`src/rtl/slime_damage_gen.sv`:
```
// Per-frame slime/player hitbox scan that reports a saturated hit count as a 1-cycle pulse.
// Optional report holdoff is enabled by defining DAMAGE_HOLDOFF_EN.
module slime_damage_gen #(
  parameter int NUM_SLIME      = 4,
  parameter int COORD_W        = 10,
  parameter int BOX_W          = 32,
  parameter int BOX_H          = 32,
  parameter int HOLDOFF_FRAMES = 64,
  localparam int IDX_W = (NUM_SLIME > 1) ? $clog2(NUM_SLIME) : 1
) (
  input  logic               clk,
  input  logic               reset,
  input  logic               frame_tick,
  input  logic [COORD_W-1:0] player_x,
  input  logic [COORD_W-1:0] player_y,
  output logic [IDX_W-1:0]   slime_idx,
  input  logic [COORD_W-1:0] slime_x,
  input  logic [COORD_W-1:0] slime_y,
  input  logic               slime_alive,
  output logic [1:0]         slim_damage,
  output logic [IDX_W-1:0]   hit_idx,
  output logic               busy
);

  if (NUM_SLIME < 1 || HOLDOFF_FRAMES < 0 || HOLDOFF_FRAMES > 255) begin : g_bad_cfg
    $error("slime_damage_gen: NUM_SLIME must be >=1, HOLDOFF_FRAMES must fit 8 bits");
  end

  typedef enum logic [1:0] {
    IDLE,
    FETCH,
    CMP,
    REPORT
  } state_t;

  localparam logic [COORD_W:0] BOX_W_C = (COORD_W+1)'(BOX_W);
  localparam logic [COORD_W:0] BOX_H_C = (COORD_W+1)'(BOX_H);
  localparam logic [IDX_W-1:0] LAST_IDX = IDX_W'(NUM_SLIME - 1);

  state_t               r_state;
  state_t               w_next;
  logic [COORD_W-1:0]   r_px;
  logic [COORD_W-1:0]   r_py;
  logic [IDX_W-1:0]     r_idx;
  logic [1:0]           r_cnt;
  logic                 r_found;
  logic [IDX_W-1:0]     r_pend;
  logic [1:0]           r_damage;
  logic [IDX_W-1:0]     r_hit_idx;
  logic                 r_busy;
  logic                 w_supp;

  logic signed [COORD_W:0] w_dx;
  logic signed [COORD_W:0] w_dy;
  logic [COORD_W:0]        w_adx;
  logic [COORD_W:0]        w_ady;
  logic                    w_hit;
  logic                    w_last;

  // Signed distance in one extra bit so coordinates never wrap around the screen.
  always_comb begin
    w_dx  = $signed({1'b0, slime_x}) - $signed({1'b0, r_px});
    w_dy  = $signed({1'b0, slime_y}) - $signed({1'b0, r_py});
    w_adx = w_dx[COORD_W] ? $unsigned(-w_dx) : $unsigned(w_dx);
    w_ady = w_dy[COORD_W] ? $unsigned(-w_dy) : $unsigned(w_dy);
    w_hit = slime_alive && (w_adx < BOX_W_C) && (w_ady < BOX_H_C);
    w_last = (r_idx == LAST_IDX);
  end

  always_comb begin
    w_next = r_state;
    unique case (r_state)
      IDLE:    if (frame_tick) w_next = FETCH;
      FETCH:   w_next = CMP;
      CMP:     w_next = w_last ? REPORT : FETCH;
      REPORT:  w_next = IDLE;
      default: w_next = IDLE;
    endcase
  end

  always_ff @(posedge clk or posedge reset) begin
    if (reset) begin
      r_state   <= IDLE;
      r_px      <= '0;
      r_py      <= '0;
      r_idx     <= '0;
      r_cnt     <= '0;
      r_found   <= 1'b0;
      r_pend    <= '0;
      r_damage  <= '0;
      r_hit_idx <= '0;
      r_busy    <= 1'b0;
    end else begin
      r_state  <= w_next;
      r_damage <= '0;
      unique case (r_state)
        IDLE: begin
          if (frame_tick) begin
            r_px    <= player_x;
            r_py    <= player_y;
            r_idx   <= '0;
            r_cnt   <= '0;
            r_found <= 1'b0;
            r_busy  <= 1'b1;
          end
        end
        FETCH: begin
        end
        CMP: begin
          if (w_hit) begin
            if (r_cnt != 2'd3) r_cnt <= r_cnt + 2'd1;
            if (!r_found) begin
              r_found <= 1'b1;
              r_pend  <= r_idx;
            end
          end
          if (!w_last) r_idx <= r_idx + 1'b1;
        end
        REPORT: begin
          r_damage <= w_supp ? 2'd0 : r_cnt;
          if (r_cnt != 2'd0) r_hit_idx <= r_pend;
          r_busy <= 1'b0;
          r_idx  <= '0;
        end
        default: begin
        end
      endcase
    end
  end

`ifdef DAMAGE_HOLDOFF_EN
  logic [7:0] r_hold;
  logic       r_supp;

  // Suppression is decided from the counter as seen when the scan starts.
  always_ff @(posedge clk or posedge reset) begin
    if (reset) begin
      r_hold <= '0;
      r_supp <= 1'b0;
    end else begin
      if (r_state == REPORT && r_cnt != 2'd0 && !r_supp)
        r_hold <= 8'(HOLDOFF_FRAMES);
      else if (frame_tick && r_hold != 8'd0)
        r_hold <= r_hold - 8'd1;
      if (r_state == IDLE && frame_tick)
        r_supp <= (r_hold != 8'd0);
    end
  end

  assign w_supp = r_supp;
`else
  assign w_supp = 1'b0;
`endif

  assign slime_idx   = r_idx;
  assign slim_damage = r_damage;
  assign hit_idx     = r_hit_idx;
  assign busy        = r_busy;

endmodule

```
`config.mk`:
```
export PLATFORM = sky130hd
export DESIGN_NAME = slime_damage_gen
export DESIGN_NICKNAME = d
export VERILOG_FILES = /design/src/rtl/slime_damage_gen.sv
export SDC_FILE = /design/constraint.sdc
export NUM_CORES = 1
export LEC_CHECK = 0
export BUFFER_PORTS_ARGS = -buffer_cell sky130_fd_sc_hd__buf_2
export CAP_MARGIN = 10
export CORE_ASPECT_RATIO = 1.1
export CORE_MARGIN = 5
export CORE_UTILIZATION = 61
export CTS_BUF_LIST = sky130_fd_sc_hd__clkbuf_8
export CTS_CLUSTER_SIZE = 30
export DETAILED_ROUTE_END_ITERATION = 16
export PLACE_DENSITY_LB_ADDON = 0.25
export SLEW_MARGIN = 20
export SYNTH_ARGS = -nofsm -noshare
export SYNTH_HDL_FRONTEND = slang
export SYNTH_SLANG_ARGS = --single-unit
```
`constraint.sdc`:
```
create_clock -name clk -period 8.96 [get_ports clk]
set_input_delay 1.792 -clock clk [delete_from_list [all_inputs] [get_ports clk]]
set_output_delay 1.792 -clock clk [all_outputs]
set_load 0.01 [all_outputs]
```
==> impl_metrics.toml <==
[synthesis]
synth.distinct_cells = 54
ys_warn_count = 0
syn_nets = 352
syn_area_um2 = 2480
synth-main-ff-cell = "dfrtp_1"
syn_inst = 283
synthArstFlopShare_pct = 100
synth_edf_count = 0
synth.avg_cell_area_um2 = 8.75
seq_area_frac_synth_pct = 34.3
ys_ff_latch = 34

[min_path]
hp-class = "reg -> reg"
hp-start = "hit_idx[1]"
whs_path_depth = 1
min_to = "hit_idx[1]"

[placed_design]
hpwl_mm = 4.08
port_buffers = 50
place_area_um2 = 2790
gp_congestion = 0.889

[timing]
max_freq_mhz = 205
setup_viol = 0
finalSetupTns_ns = 0
slew_headroom_pct = 33.2
fin_worst_hold_slack_ns = 0.509
slew_viol_final = 0
rsz0062_at_grt = "no"
period_needed_ns = 4.88
finClkSkew_ns = 0.00302
hold_viol_final = 0
tightest_slew_ns = 0.989
fin_crit_sh_pct = 54.4

[layout]
multi_input_area_um2 = 1480
fillers = 314
final_common_cell = "buf_2"
antenna_cells = 0
utilization_pct = 73.8
syn_to_final_growth_pct = 17.2
final_cell_mix = "50 x buf_2, 35 x inv_1, 34 x o21ai_0, 34 x dfrtp_1, 28 x nand2_1"
regArea_um2 = 851
drive_above_1_share_pct = 22.2
final_nets = 406
design_area_um2 = 2900

[floorplan]
die-area_um2 = 5440
core_um2 = 3930
rows = 24
start_util_pct = 63.0
die_x_um = 70.8
ioPinCount = 51
die_h_um = 76.8

[run_status]
status = "finished clean"

[critical_path]
worstPathRequired_ns = 9.14
path_class = "in -> reg"
worstPathMaxFanout = 5
r2r_setup_slack_ns = 5.38
setup.worst_path.start_class = "input pin"
crit_path_end_kind = "flip-flop"
r2r-end = "r_pend[0]"
r2r_start = "r_px[0]"
rr_worst_depth = 11
cp.arrival_ns = 5.05

[clocking]
tritoncts = "done"
holdBufCountCts = 0
cts_root_buffer = "clkbuf_8"
cts_buffers = 5
clock-sinks = 34
path_clk_slew_ns = 0.07
cts-htree-levels = 2
post_cts_buffers = 0
clkLatencyLatePin_ns = 0.29
post_cts_resized = 0
cts.path.max_buffers = 2

[power_and_ir_drop]
p_sw_uw = 384
p_per_area_nw_per_um2 = 308
p_clk_share_pct = 15.8
internal_power_uw = 511
power_uw = 894
peakVddDrop_mv = 0.205
switching_share_pct = 42.9
cellLeakagePower_nw = 1.40
seq_power_share_pct = 25.8
power_frac_comb_pct = 58.4

[grt]
grt-ovfl-total = 0
grt_max_degree = 35
grt_pass1_wl_mm = 8.89
antenna_found_initial = 0
grt_use_total_pct = 19.8
grt_pass1_vias = 2108

[drt]
ant_nets = 0
wl_mm = 5.18
drt_iter0_markers = 82
dr.pass1.iters = 4
vias_per_cell = 5.60
wire_per_inst_um = 13.3
vias = 2184
drc_errors = 0

[job]
maxCapViolations = 0
## synthesized netlist by cell type (2+ instances only)
cell      count  share of area (%)
o21ai_0      34                6.9
xnor2_1       7                2.5
o31ai_1       4                1.2
nand2b_1      5                1.3
nand2_1      28                4.2
fa_1          2                1.6
or3_1         2               0.50
or4_1         4                1.2
dfrtp_1      34                 34
o41ai_1       2               0.71
o211ai_1      2               0.61
a21oi_1      11                2.2
xor2_1        4                1.4
o21a_1        2               0.61
nor2b_1       4                1.0
nor2_1       15                2.3
a211o_1       2               0.71
mux2_2        6                2.7
a211oi_1      4                1.2
nand3_1       7                1.4
nand4b_1      2               0.71
clkbuf_1      5               0.76
and3_2        2               0.61
a211oi_2      2                1.0
o21ai_1       2               0.40
ha_1         23                 12
o2111a_1      2               0.91
a21o_1        2               0.61
nor3_1        5                1.0
inv_1        35                5.3
## power by group through the flow
stage	Clock (mW)	Combinational, mW	Sequential, mW
global route	0.154	0.590	0.237
finish	0.141	0.522	0.231
CTS	0.146	0.520	0.231
global placement	0	0.504	0.231
floorplan	0	0.413	0.229
detailed placement	0	0.515	0.234
## layout make-up
type	count	share of cell area, %
Clock buffer	5	2.37
Clock inverter	3	1.55
Inverter	35	4.53
Multi-Input combinational cell	209	50.9
Sequential cell	34	29.3
Tap cell	52	2.24
Timing Repair Buffer	52	9.14
## routing by layer
metal | routed length, um | GRT usage [%] | vias up
met5 | 0 | 0 | -
met4 | 76 | 6.20 | 0
met3 | 247 | 5.75 | 7
met2 | 2560 | 33.7 | 50
met1 | 2290 | 24.0 | 1014
li1 | - | - | 1113
## flip-flops by register name, indices dropped and copies added, names as in the netlist, 2 cells and up
signal	flops
r_px	10
r_py	10
hit_idx	2
r_cnt	2
r_pend	2
r_state	2
slim_damage	2
slime_idx	2
## critical path, cell delays in order
cell and delay, ns:
buf_2 0.10, inv_1 0.04, ha_1 0.16, inv_1 0.05, fa_1 0.44, a211oi_2 0.27, o21ai_1 0.10, a311o_1 0.32
or3_1 0.33, or4_1 0.40, mux2_4 0.30, nor4_2 0.38, mux2_2 0.38
## cells by family (layout without fill, tap and decap cells)
logic type | Yosys count | after routing | share of synthesized area [%]
flip-flops | 34 | 34 | 34.3
buffers and inverters | 40 | 95 | 6.06
XOR/XNOR | 11 | 11 | 3.89
adder cells (fa/ha/maj) | 25 | 25 | 13.2
multiplexers | 8 | 8 | 3.74
AND/OR/NAND/NOR | 81 | 81 | 16.6
AO/OA/AOI/OAI | 84 | 84 | 22.2
## through the flow
step | std cells | setup slack [ns]
6_report | 390 | 4.08
4_1_cts | 390 | 4.08
3_3_place_gp | 382 | 3.86
5_1_grt | 390 | 3.83
3_5_place_dp | 382 | 3.77
2_1_floorplan | 283 | 4.07
## worst max-delay path by stage
| stage | start | end | slack [ns] |
|---|---|---|---|
| after detailed placement | slime_x[0] | r_pend[1] | 3.77 |
| after floorplan | slime_x[0] | r_pend[0] | 4.07 |
| after CTS | slime_x[0] | r_pend[0] | 4.08 |
| final | slime_x[0] | r_pend[0] | 4.08 |
| after global routing | slime_y[0] | r_pend[1] | 3.83 |
| after global placement | slime_x[0] | r_pend[1] | 3.86 |
No activity file was read; power rests on OpenSTA's default activity.
